===== src/rtl/eth_arb_pkg.sv =====
// eth_arb_pkg -- shared types and default sizing for the Ethernet output arbiter.
package eth_arb_pkg;

  localparam int DEF_DATA_W        = 32;
  localparam int DEF_MAX_PKT_WORDS = 64;

  typedef enum logic [1:0] {
    IDLE    = 2'd0,
    GRANT_A = 2'd1,
    GRANT_B = 2'd2
  } arbState_t;

  typedef enum logic {
    PORT_A = 1'b0,
    PORT_B = 1'b1
  } portId_t;

endpackage


===== src/rtl/eth_arb_rr.sv =====
// eth_arb_rr -- round-robin tie-break between two packet requesters.
// winner is 0 for port A, 1 for port B. The pointer remembers the last port
// granted; after reset it points at B so that A wins the first tie.
module eth_arb_rr
  import eth_arb_pkg::*;
(
  input  logic clk,
  input  logic reset,
  input  logic reqA,
  input  logic reqB,
  input  logic advance,
  output logic winner
);

  portId_t lastGrant;
  portId_t winnerId;

  // Pick the sole requester, or on a tie the port that was not granted last.
  always_comb begin
    winnerId = PORT_A;
    if (reqA && reqB) begin
      winnerId = (lastGrant == PORT_A) ? PORT_B : PORT_A;
    end else if (reqB) begin
      winnerId = PORT_B;
    end
  end

  assign winner = winnerId;

  // Record the winner whenever a packet is actually granted.
  always_ff @(posedge clk) begin
    if (reset) begin
      lastGrant <= PORT_B;
    end else if (advance) begin
      lastGrant <= winnerId;
    end
  end

endmodule


===== src/rtl/eth_out_arb.sv =====
// eth_out_arb -- two-input, packet-granular output arbiter with registered
// output stage, downstream backpressure and oversize-packet truncation.
// Optional statistics counters are built when ETH_ARB_STATS_EN is defined.
//
// state   | meaning
// IDLE    | no packet open; accept a sop from either port (round-robin on tie)
// GRANT_A | packet from A open; B stalled until A eop or truncation
// GRANT_B | packet from B open; A stalled until B eop or truncation
module eth_out_arb
  import eth_arb_pkg::*;
#(
  parameter int DATA_W        = DEF_DATA_W,
  parameter int MAX_PKT_WORDS = DEF_MAX_PKT_WORDS
) (
  input  logic              clk,
  input  logic              reset,
  input  logic [DATA_W-1:0] inDataA,
  input  logic              inValidA,
  input  logic              inSopA,
  input  logic              inEopA,
  input  logic [DATA_W-1:0] inDataB,
  input  logic              inValidB,
  input  logic              inSopB,
  input  logic              inEopB,
  output logic              portAStall,
  output logic              portBStall,
  output logic [DATA_W-1:0] outData,
  output logic              outValid,
  output logic              outSop,
  output logic              outEop,
  input  logic              outStall,
  output logic              errTrunc
`ifdef ETH_ARB_STATS_EN
  ,
  output logic [15:0]       pktCntA,
  output logic [15:0]       pktCntB,
  output logic [7:0]        errCnt
`endif
);

  localparam int CNT_W = $clog2(MAX_PKT_WORDS + 1);
  localparam logic [CNT_W-1:0] LAST_IDX = CNT_W'(MAX_PKT_WORDS - 1);

  arbState_t         state, stateNext;
  logic [CNT_W-1:0]  wordCnt, cntNext;
  logic              sopReqA, sopReqB;
  logic              rrWinner;
  logic              rrAdvance;
  portId_t           curPort;
  logic [DATA_W-1:0] curData;
  logic              curEop;
  logic              fwd, fwdSop, fwdEop, trunc;

  assign sopReqA = inValidA && inSopA;
  assign sopReqB = inValidB && inSopB;

  eth_arb_rr uRr (
    .clk     (clk),
    .reset   (reset),
    .reqA    (sopReqA),
    .reqB    (sopReqB),
    .advance (rrAdvance),
    .winner  (rrWinner)
  );

  // Select which port's word is under consideration this cycle.
  always_comb begin
    case (state)
      GRANT_A: curPort = PORT_A;
      GRANT_B: curPort = PORT_B;
      default: curPort = portId_t'(rrWinner);
    endcase
  end

  assign curData = (curPort == PORT_A) ? inDataA : inDataB;
  assign curEop  = (curPort == PORT_A) ? inEopA  : inEopB;

  // Next-state, stall and forward decisions; nothing moves while downstream stalls.
  always_comb begin
    stateNext = state;
    cntNext   = wordCnt;
    portAStall = 1'b0;
    portBStall = 1'b0;
    fwd       = 1'b0;
    fwdSop    = 1'b0;
    fwdEop    = 1'b0;
    trunc     = 1'b0;
    rrAdvance = 1'b0;
    if (!reset) begin
      if (outStall) begin
        portAStall = 1'b1;
        portBStall = 1'b1;
      end else begin
        case (state)
          IDLE: begin
            // Only the tie loser is held; a non-sop word is taken and dropped.
            portAStall = sopReqA && sopReqB && (rrWinner == PORT_B);
            portBStall = sopReqA && sopReqB && (rrWinner == PORT_A);
            fwd        = sopReqA || sopReqB;
            fwdSop     = fwd;
            rrAdvance  = fwd;
          end
          GRANT_A: begin
            portBStall = 1'b1;
            fwd        = inValidA;
          end
          GRANT_B: begin
            portAStall = 1'b1;
            fwd        = inValidB;
          end
          default: stateNext = IDLE;
        endcase
        if (fwd) begin
          if (curEop) begin
            fwdEop    = 1'b1;
            stateNext = IDLE;
            cntNext   = '0;
          end else if (wordCnt == LAST_IDX) begin
            fwdEop    = 1'b1;
            trunc     = 1'b1;
            stateNext = IDLE;
            cntNext   = '0;
          end else begin
            stateNext = (curPort == PORT_A) ? GRANT_A : GRANT_B;
            cntNext   = wordCnt + CNT_W'(1);
          end
        end
      end
    end
  end

  // State, word counter and registered output stage.
  always_ff @(posedge clk) begin
    if (reset) begin
      state    <= IDLE;
      wordCnt  <= '0;
      outData  <= '0;
      outValid <= 1'b0;
      outSop   <= 1'b0;
      outEop   <= 1'b0;
      errTrunc <= 1'b0;
    end else begin
      state   <= stateNext;
      wordCnt <= cntNext;
      if (outStall) begin
        errTrunc <= 1'b0;
      end else begin
        outValid <= fwd;
        outSop   <= fwdSop;
        outEop   <= fwdEop;
        errTrunc <= trunc;
        if (fwd) begin
          outData <= curData;
        end
      end
    end
  end

`ifdef ETH_ARB_STATS_EN
  // Per-port packet counts (wrapping) and saturating truncation count.
  always_ff @(posedge clk) begin
    if (reset) begin
      pktCntA <= '0;
      pktCntB <= '0;
      errCnt  <= '0;
    end else begin
      if (fwd && fwdEop) begin
        if (curPort == PORT_A) begin
          pktCntA <= pktCntA + 16'd1;
        end else begin
          pktCntB <= pktCntB + 16'd1;
        end
      end
      if (trunc && (errCnt != 8'hFF)) begin
        errCnt <= errCnt + 8'd1;
      end
    end
  end
`endif

endmodule

===== config.mk =====
export PLATFORM = sky130hd
export DESIGN_NAME = eth_out_arb
export DESIGN_NICKNAME = d
export VERILOG_FILES = /design/src/rtl/eth_arb_pkg.sv /design/src/rtl/eth_arb_rr.sv /design/src/rtl/eth_out_arb.sv
export SDC_FILE = /design/constraint.sdc
export NUM_CORES = 1
export LEC_CHECK = 0
export ABC_CLOCK_PERIOD_IN_PS = 2070
export CAP_MARGIN = 15
export CORE_MARGIN = 2
export CORE_UTILIZATION = 40
export CTS_BUF_LIST = sky130_fd_sc_hd__clkbuf_8 sky130_fd_sc_hd__clkbuf_16
export CTS_CLUSTER_DIAMETER = 150
export DETAILED_ROUTE_END_ITERATION = 7
export PLACE_DENSITY = 0.81
export SLEW_MARGIN = 20
export SYNTH_ARGS = -nofsm -noshare
export SYNTH_HDL_FRONTEND = slang
export SYNTH_SLANG_ARGS = --single-unit

===== constraint.sdc =====
create_clock -name clk -period 2.07 [get_ports clk]
set_input_delay 0.414 -clock clk [delete_from_list [all_inputs] [get_ports clk]]
set_output_delay 0.414 -clock clk [all_outputs]
set_load 0.03 [all_outputs]

==> flow_summary.html, run 1 <==
<table>
<tr><th>Metric</th><th>Value</th></tr>
<tr><th colspan="2">Global routing</th></tr>
<tr><td>Via count of the first global-routing pass</td><td>a little over 2000</td></tr>
<tr><td>Total track usage</td><td>0.195</td></tr>
<tr><td>Residual overflow from global routing</td><td>0</td></tr>
<tr><td>Maximum number of pins on one net before global-route repair</td><td>19</td></tr>
<tr><td>Wire length of the first global-routing pass</td><td>9430 µm</td></tr>
<tr><td>Antenna violations before repair</td><td>0</td></tr>
<tr><th colspan="2">Run status</th></tr>
<tr><td>Run status</td><td>completed</td></tr>
<tr><th colspan="2">Min path</th></tr>
<tr><td>Min-Delay Path Depth</td><td>2</td></tr>
<tr><td>Start point of the worst min-delay path</td><td>outData[17]</td></tr>
<tr><td>Worst min-delay path endpoint</td><td>outData[17]</td></tr>
<tr><td>Worst hold path type</td><td>register to register</td></tr>
<tr><th colspan="2">Placement</th></tr>
<tr><td>Estimated wirelength of the detail-placed design</td><td>4630 µm</td></tr>
<tr><td>GP Congestion</td><td>between 0.7 and 0.8</td></tr>
<tr><td>Port Buf Inserts</td><td>110</td></tr>
<tr><th colspan="2">Clock tree</th></tr>
<tr><td>Post-CTS Setup Repair Bufs</td><td>0</td></tr>
<tr><td>Resize count post-CTS</td><td>0</td></tr>
<tr><td>TritonCTS buffer count</td><td>5</td></tr>
<tr><td>Cell at the root of the clock tree</td><td>clkbuf_8</td></tr>
<tr><td>Level count of the clock H-tree</td><td>2</td></tr>
<tr><td>Clk pin slew, worst setup/hold paths</td><td>0.08 ns</td></tr>
<tr><td>Post-CTS Hold Buffers</td><td>0</td></tr>
<tr><td>Clk buf depth</td><td>2</td></tr>
<tr><td>Insertion delay to the later sink of the worst-skew pair</td><td>0.29 ns</td></tr>
<tr><td># clock sinks</td><td>46</td></tr>
<tr><td>CTS tree</td><td>built</td></tr>
<tr><th colspan="2">STA</th></tr>
<tr><td>Headroom to the max-slew limit</td><td>0.732</td></tr>
<tr><td>Worst clock skew</td><td>0.00260 ns</td></tr>
<tr><td>RSZ-0062 raised after global routing</td><td>true</td></tr>
<tr><td>Total count of hold-check failures in the final report</td><td>0</td></tr>
<tr><td>Final clock period utilization by the worst path</td><td>0.964</td></tr>
<tr><td>Maximum clock frequency</td><td>501 MHz</td></tr>
<tr><td>Final worst hold slack</td><td>0.449 ns</td></tr>
<tr><td>Slew at the pin with the worst max-slew slack</td><td>~0.4 ns</td></tr>
<tr><td>Endpoints failing setup</td><td>0</td></tr>
<tr><td>Crit path time final</td><td>2.00 ns</td></tr>
<tr><td>Max-slew violations</td><td>0</td></tr>
<tr><th colspan="2">Floorplan</th></tr>
<tr><td>Count of boundary I/O pins</td><td>111</td></tr>
<tr><td>Area of the placeable core</td><td>5140 µm²</td></tr>
<tr><td>Number of placement rows</td><td>26</td></tr>
<tr><td>Die W</td><td>77.3 µm</td></tr>
<tr><td>Height of the die</td><td>between 70 and 80 µm</td></tr>
<tr><td>Starting Density</td><td>0.418</td></tr>
<tr><td>Floorplan die area</td><td>5970 µm²</td></tr>
<tr><th colspan="2">Synthesis</th></tr>
<tr><td>Synthesized area per cell</td><td>between 9 and 10 µm²</td></tr>
<tr><td>Number of instances in the synthesized netlist</td><td>between 200 and 250</td></tr>
<tr><td>Number of enable-type register cells in the synthesized netlist</td><td>0</td></tr>
<tr><td>Synth Register Bits</td><td>46</td></tr>
<tr><td>Async set-or-reset flop fraction in the synthesized netlist</td><td>0</td></tr>
<tr><td>Total standard cell area after synthesis</td><td>roughly 2100 µm²</td></tr>
<tr><td>Primary FF master, synth</td><td>dfxtp_1</td></tr>
<tr><td>Synth unique cells</td><td>41</td></tr>
<tr><td>Ys Warns</td><td>0</td></tr>
<tr><td>Synth Net Count</td><td>315</td></tr>
<tr><td>Sequential area share after synthesis</td><td>0.429</td></tr>
<tr><th colspan="2">Setup path</th></tr>
<tr><td>Worst-path maximum fanout</td><td>4</td></tr>
<tr><td>Launching point of the worst reg2reg path</td><td>state[0]</td></tr>
<tr><td>Depth of the most critical reg-to-reg path</td><td>7</td></tr>
<tr><td>Register-to-Register Setup Slack</td><td>between 0.1 and 0.15 ns</td></tr>
<tr><td>Critical Path AT</td><td>1.58 ns</td></tr>
<tr><td>Capture instance of the worst register-to-register path</td><td>outData[27]</td></tr>
<tr><td>Worst Setup End Kind</td><td>output pin</td></tr>
<tr><td>Startpoint-to-endpoint class of the critical path</td><td>input port to output pin</td></tr>
<tr><td>Data required time of the worst path</td><td>about 1.7 ns</td></tr>
<tr><td>Type of origin of the critical path</td><td>input port</td></tr>
<tr><th colspan="2">Finish</th></tr>
<tr><td>Final net count</td><td>434</td></tr>
<tr><td>Most frequent cells in the layout</td><td>clkdlybuf4s50_1 (108), dfxtp_1 (46), nand2_1 (45)</td></tr>
<tr><td>Number of antenna repair diodes</td><td>0</td></tr>
<tr><td>Total of fill cells in the finished design</td><td>451</td></tr>
<tr><td>Sequential cell area</td><td>about 920 µm²</td></tr>
<tr><td>Area growth from synthesis to final layout</td><td>63.7%</td></tr>
<tr><td>Share of final-layout standard cells stronger than drive strength 1</td><td>0.0896</td></tr>
<tr><td>Leading cell type in the layout, fill and taps excluded</td><td>clkdlybuf4s50_1</td></tr>
<tr><td>Combined area of the multi-input logic cells</td><td>1150 µm²</td></tr>
<tr><th colspan="2">Routing</th></tr>
<tr><td>Wire length per cell after detailed routing</td><td>around 14 µm</td></tr>
<tr><td>DRC violations left</td><td>0</td></tr>
<tr><td>Total iterations of the first detailed-routing run</td><td>4</td></tr>
<tr><td>Detailed Route WL</td><td>between 5000 and 6000 µm</td></tr>
<tr><td>Violation count after the first detailed-routing iteration</td><td>40</td></tr>
<tr><td>Total vias in the final route</td><td>approximately 2200</td></tr>
<tr><td>Avg Vias per Cell</td><td>5.06</td></tr>
<tr><td>DRT antenna net count</td><td>0</td></tr>
<tr><th colspan="2">Pwr</th></tr>
<tr><td>Clock network fraction of design power</td><td>0.263</td></tr>
<tr><td>Static leakage power</td><td>1.28 nW</td></tr>
<tr><td>P per Cell Area</td><td>605 nW/µm²</td></tr>
<tr><td>Peak VDD IR</td><td>0.431 mV</td></tr>
<tr><td>Switching power of the nets</td><td>0.603 mW</td></tr>
<tr><td>Power consumption</td><td>2.13 mW</td></tr>
<tr><td>Cell internal pwr</td><td>1.52 mW</td></tr>
<tr><td>Switching part of the total power</td><td>0.284</td></tr>
<tr><td>Relative contribution of sequential cells to total power</td><td>0.456</td></tr>
<tr><td>Gate power share</td><td>0.281</td></tr>
<tr><th colspan="2">Run</th></tr>
<tr><td>Count of max-cap constraint violations</td><td>0</td></tr>
</table>
[power by group through the flow]
stage / Sequential, mW / Combinational [mW] / Clock [mW]
6_report: 0.969 / 0.598 / 0.559
3_5_place_dp: 0.990 / 0.601 / 0
2_1_floorplan: 1.08 / 0.185 / 0
3_3_place_gp: 0.986 / 0.592 / 0
5_1_grt: 0.977 / 0.637 / 0.607
4_1_cts: 0.969 / 0.603 / 0.580
[cell type report]
type	count	area share
inverters	5	0.00534
flip-flops and latches	46	0.262
multi-input cells	172	0.328
well taps	70	0.0249
clock buffers	6	0.0235
repair buffers	126	0.353
clock inverters	2	0.00356
[worst max-delay path by stage]
stage	start	to	slack [ns]	cells after the start
after floorplan	state[0]	outData[0]	0.25	8
after global placement	inValidB	wordCnt[0]	-0.01	7
after detailed placement	inValidB	wordCnt[5]	-0.05	7
after CTS	inValidB	portAStall	0.02	6
after global routing	state[0]	portAStall	-0.006	5
final	inValidB	portAStall	0.07	6
[state kept, by name (all words and copies together) (netlist names)]
register and cells:
outEop 1, outData 32, outSop 1, uRr.lastGrant 1, outValid 1, state 2, wordCnt 7, errTrunc 1
[worst max-delay path, stage by stage]
cell and delay (ns):
clkdlybuf4s50_1 0.53, nand2_1 0.11, nor2_1 0.14, a311oi_1 0.11, nor2_1 0.10, buf_4 0.17
[logic make-up (layout without fill, tap and decap cells)]
group	count (synthesis)	count (layout)	share of synthesized area
flip-flops	46	46	0.429
buffers and inverters	19	139	0.0454
XOR/XNOR	1	1	0.00408
AO/OA/AOI/OAI	59	59	0.176
multiplexers	32	32	0.149
adder cells (fa/ha/maj)	5	5	0.0291
AND/OR/NAND/NOR	75	75	0.168
[layer usage]
metal	up-vias	GRT usage	routed length, µm
li1	1080	-	-
met5	-	0	0
met2	83	0.345	3010
met1	991	0.226	2350
met3	7	0.0576	445
met4	0	0.0536	62
[synthesized netlist by cell type (4+ instances only)]
| library cell | count | area, µm² |
|---|---|---|
| nand4_1 | 5 | 31.3 |
| nor2_1 | 6 | 22.5 |
| nand2_1 | 45 | 169 |
| dfxtp_1 | 46 | 921 |
| inv_1 | 5 | 18.8 |
| nand3b_1 | 4 | 30.0 |
| o21ai_0 | 31 | 155 |
| a21oi_1 | 5 | 25.0 |
| clkbuf_1 | 4 | 15.0 |
| mux2i_1 | 32 | 320 |
| buf_2 | 5 | 25.0 |
| ha_1 | 5 | 62.6 |
[stage by stage]
stage | setup WS (ns) | setup TNS, ns | util | std cells | cell area (µm²)
2_1_floorplan | 0.252 | 0 | - | 237 | 2150
6_report | 0.0749 | 0 | 0.684 | 427 | 3520
3_5_place_dp | -0.0501 | -0.629 | 0.666 | 419 | 3420
4_1_cts | 0.0245 | 0 | 0.684 | 427 | 3520
3_3_place_gp | -0.0126 | -0.0126 | 0.666 | 419 | 3420
5_1_grt | -0.00596 | -0.00731 | 0.684 | 427 | 3520
No activity file was read; power rests on OpenSTA's default activity.
==> run 2, diff against run 1 <==
--- a/config.mk
+++ b/config.mk
@@ -13,6 +13,7 @@
 export CTS_CLUSTER_DIAMETER = 150
 export DETAILED_ROUTE_END_ITERATION = 7
 export PLACE_DENSITY = 0.81
+export REMOVE_ABC_BUFFERS = 1
 export SLEW_MARGIN = 20
 export SYNTH_ARGS = -nofsm -noshare
 export SYNTH_HDL_FRONTEND = slang
==> run 2 against run 1 <==
  * Worst hold slack improved by 0.0011 ns
  * Sequential power is essentially flat
  * Non-clock buffer count fell by 1
  * Combinational power decreased by 0.8%
  * Die area unchanged
  * Cell count is 0.23% lower
  * Total power is 1.2% lower
  * Clock skew grew 0.0016 ns
  * Maximum frequency increased by 1.9%
  * Via count is essentially flat
==> flow_summary.html, run 2 (synthesis results as in run 1) <==
<table>
<tr><th>Metric</th><th>Value</th></tr>
<tr><th colspan="2">Clock tree</th></tr>
<tr><td>Cell at the root of the clock tree</td><td>clkbuf_8 (unchanged)</td></tr>
<tr><td>TritonCTS buffer count</td><td>5 (unchanged)</td></tr>
<tr><td># clock sinks</td><td>46 (unchanged)</td></tr>
<tr><td>Resize count post-CTS</td><td>0 (unchanged)</td></tr>
<tr><td>CTS tree</td><td>built (unchanged)</td></tr>
<tr><td>Level count of the clock H-tree</td><td>2 (unchanged)</td></tr>
<tr><td>Post-CTS Setup Repair Bufs</td><td>0 (unchanged)</td></tr>
<tr><td>Post-CTS Hold Buffers</td><td>0 (unchanged)</td></tr>
<tr><td>Insertion delay to the later sink of the worst-skew pair</td><td>0.29 ns (about the same)</td></tr>
<tr><td>Clk pin slew, worst setup/hold paths</td><td>0.09 ns (was 0.08 ns)</td></tr>
<tr><td>Clk buf depth</td><td>2 (unchanged)</td></tr>
<tr><th colspan="2">Finish</th></tr>
<tr><td>Post-Layout Cell Count</td><td>426 (was 427)</td></tr>
<tr><td>Leading cell type in the layout, fill and taps excluded</td><td>clkdlybuf4s50_1 (unchanged)</td></tr>
<tr><td>Register with the most flip-flops</td><td>outData (unchanged)</td></tr>
<tr><td>Total of fill cells in the finished design</td><td>460 (was 451)</td></tr>
<tr><td>Flip-flop count of the largest register, all copies and words added</td><td>32 (unchanged)</td></tr>
<tr><td>Area growth from synthesis to final layout</td><td>63.1% (was 63.7%)</td></tr>
<tr><td>Area of all placed cells without fillers</td><td>3500 µm² (was 3520 µm²)</td></tr>
<tr><td>Number of antenna repair diodes</td><td>0 (unchanged)</td></tr>
<tr><td>Final net count</td><td>433 (was 434)</td></tr>
<tr><td>Core occupancy in the finished layout</td><td>0.682 (was 0.684)</td></tr>
<tr><td>Most frequent cells in the layout</td><td>clkdlybuf4s50_1 (108), dfxtp_1 (46), nand2_1 (45) (unchanged)</td></tr>
<tr><td>Share of final-layout standard cells stronger than drive strength 1</td><td>0.0899 (was 0.0896)</td></tr>
<tr><td>Largest registers</td><td>outData x32, wordCnt x7, state x2 (unchanged)</td></tr>
<tr><th colspan="2">Setup path</th></tr>
<tr><td>Worst Setup End Kind</td><td>output pin (unchanged)</td></tr>
<tr><td>Data required time of the worst path</td><td>1.66 ns (about the same)</td></tr>
<tr><td>Critical Path AT</td><td>1.54 ns (was 1.58 ns)</td></tr>
<tr><td>Critical Path Sink</td><td>portBStall (was portAStall)</td></tr>
<tr><td>Worst-path maximum fanout</td><td>8 (was 4)</td></tr>
<tr><td>Launching element of the worst setup path</td><td>outStall (was inValidB)</td></tr>
<tr><td>Type of origin of the critical path</td><td>input port (unchanged)</td></tr>
<tr><td>Register-to-Register Setup Slack</td><td>0.13 ns (was 0.11 ns)</td></tr>
<tr><td>Capture instance of the worst register-to-register path</td><td>outData[9] (was outData[27])</td></tr>
<tr><td>Startpoint-to-endpoint class of the critical path</td><td>input port to output pin (unchanged)</td></tr>
<tr><td>Depth of the most critical reg-to-reg path</td><td>7 (unchanged)</td></tr>
<tr><td>Launching point of the worst reg2reg path</td><td>state[0] (unchanged)</td></tr>
<tr><th colspan="2">STA</th></tr>
<tr><td>Worst clock skew</td><td>0.00418 ns (was 0.00260 ns)</td></tr>
<tr><td>Crit path time final</td><td>1.96 ns (was 2.00 ns)</td></tr>
<tr><td>Total count of hold-check failures in the final report</td><td>0 (unchanged)</td></tr>
<tr><td>Slew at the pin with the worst max-slew slack</td><td>0.471 ns (was 0.399 ns)</td></tr>
<tr><td>Post-Route Setup TNS</td><td>0 ns (unchanged)</td></tr>
<tr><td>Headroom to the max-slew limit</td><td>0.685 (was 0.732)</td></tr>
<tr><td>RSZ-0062 raised after global routing</td><td>true (unchanged)</td></tr>
<tr><td>Max-slew violations</td><td>0 (unchanged)</td></tr>
<tr><td>Final clock period utilization by the worst path</td><td>0.946 (was 0.964)</td></tr>
<tr><td>Maximum clock frequency</td><td>511 MHz (was 501 MHz)</td></tr>
<tr><td>Endpoints failing setup</td><td>0 (unchanged)</td></tr>
<tr><th colspan="2">Pwr</th></tr>
<tr><td>Power consumption</td><td>2.10 mW (was 2.13 mW)</td></tr>
<tr><td>Peak VDD IR</td><td>0.358 mV (was 0.431 mV)</td></tr>
<tr><td>P per Cell Area</td><td>599 nW/µm² (was 605 nW/µm²)</td></tr>
<tr><td>Static leakage power</td><td>1.27 nW (was 1.28 nW)</td></tr>
<tr><th colspan="2">Routing</th></tr>
<tr><td>Met2 Routed Length</td><td>2910 µm (was 3010 µm)</td></tr>
<tr><td>Total iterations of the first detailed-routing run</td><td>4 (unchanged)</td></tr>
<tr><td>Length of routed wiring on met1</td><td>2380 µm (was 2350 µm)</td></tr>
<tr><td>Violation count after the first detailed-routing iteration</td><td>80 (was 40)</td></tr>
<tr><td>Highest routed metal layer</td><td>met4 (unchanged)</td></tr>
<tr><td>DRT antenna net count</td><td>0 (unchanged)</td></tr>
<tr><td>Total vias in the final route</td><td>2163 (was 2161)</td></tr>
<tr><td>DRC violations left</td><td>0 (unchanged)</td></tr>
<tr><td>Sum of met3 wire segment lengths after detailed routing</td><td>412 µm (was 445 µm)</td></tr>
<tr><td>Detailed Route WL</td><td>5800 µm (was 5880 µm)</td></tr>
<tr><td>Avg Vias per Cell</td><td>5.08 (was 5.06)</td></tr>
<tr><td>Wire length per cell after detailed routing</td><td>13.6 µm (was 13.8 µm)</td></tr>
<tr><th colspan="2">Global routing</th></tr>
<tr><td>Antenna violations before repair</td><td>0 (unchanged)</td></tr>
<tr><td>Wire length of the first global-routing pass</td><td>9640 µm (was 9430 µm)</td></tr>
<tr><td>Total track usage</td><td>0.197 (was 0.195)</td></tr>
<tr><td>Maximum number of pins on one net before global-route repair</td><td>35 (was 19)</td></tr>
<tr><td>Via count of the first global-routing pass</td><td>2118 (was 2020)</td></tr>
<tr><td>Residual overflow from global routing</td><td>0 (unchanged)</td></tr>
<tr><th colspan="2">Floorplan</th></tr>
<tr><td>Floorplan die area</td><td>5970 µm² (unchanged)</td></tr>
<tr><td>Count of boundary I/O pins</td><td>111 (unchanged)</td></tr>
<tr><td>Height of the die</td><td>77.3 µm (unchanged)</td></tr>
<tr><td>Number of placement rows</td><td>26 (unchanged)</td></tr>
<tr><td>Die W</td><td>77.3 µm (unchanged)</td></tr>
<tr><td>Area of the placeable core</td><td>5140 µm² (unchanged)</td></tr>
<tr><td>Starting Density</td><td>0.418 (unchanged)</td></tr>
<tr><th colspan="2">Placement</th></tr>
<tr><td>GP Congestion</td><td>0.875 (was 0.756)</td></tr>
<tr><td>Placed Area</td><td>3410 µm² (was 3420 µm²)</td></tr>
<tr><td>Port Buf Inserts</td><td>110 (unchanged)</td></tr>
<tr><td>Estimated wirelength of the detail-placed design</td><td>4540 µm (was 4630 µm)</td></tr>
<tr><td>Number of placed instances with taps included</td><td>418 (was 419)</td></tr>
<tr><th colspan="2">Run status</th></tr>
<tr><td>Run status</td><td>completed (unchanged)</td></tr>
<tr><th colspan="2">Run</th></tr>
<tr><td>Count of max-cap constraint violations</td><td>0 (unchanged)</td></tr>
<tr><th colspan="2">Min path</th></tr>
<tr><td>Worst hold path type</td><td>register to register (unchanged)</td></tr>
</table>
run 2: per-stage QoR:
step / worst slack [ns] / hold WS (ns)
after global routing: -0.0194 / 0.478
after floorplan: -2.80 / 0.412
after detailed placement: -0.0292 / 0.441
after CTS: 0.0802 / 0.453
final: 0.112 / 0.450
after global placement: 0.0269 / 0.433
run 2: where the power goes:
group / internal (mW) / switching, mW
Sequential: 0.939 / 0.0293
Combinational: 0.311 / 0.283
Clock: 0.237 / 0.300
Total: 1.49 / 0.612
run 2: layout make-up:
| type | count | area, µm² | share of cell area |
|---|---|---|---|
| flip-flops and latches | 46 | 921 | 0.263 |
| clock buffers | 5 | 68.8 | 0.0196 |
| well taps | 70 | 87.6 | 0.0250 |
| multi-input cells | 172 | 1150 | 0.329 |
| inverters | 5 | 18.8 | 0.00536 |
| clock inverters | 3 | 21.3 | 0.00607 |
| repair buffers | 125 | 1230 | 0.352 |
run 2: worst max-delay path, stage by stage:
cell	delay, ns
clkdlybuf4s50_1	0.48
buf_4	0.20
a311oi_1	0.20
nor2_1	0.06
buf_4	0.18
run 2: routing by layer:
| metal | vias to the layer above | GRT usage |
|---|---|---|
| met5 | - | 0 |
| li1 | 1084 | - |
| met1 | 991 | 0.230 |
| met3 | 8 | 0.0624 |
| met4 | 0 | 0.0500 |
| met2 | 80 | 0.346 |
run 2: worst min path at each step:
stage,startpoint,end,cells after the start
detailed placement,outData[18],outData[18],2
floorplan,wordCnt[6],errTrunc,1
global placement,outData[8],outData[8],2
finish,outData[18],outData[18],2
CTS,outData[18],outData[18],2
global route,outData[18],outData[18],2
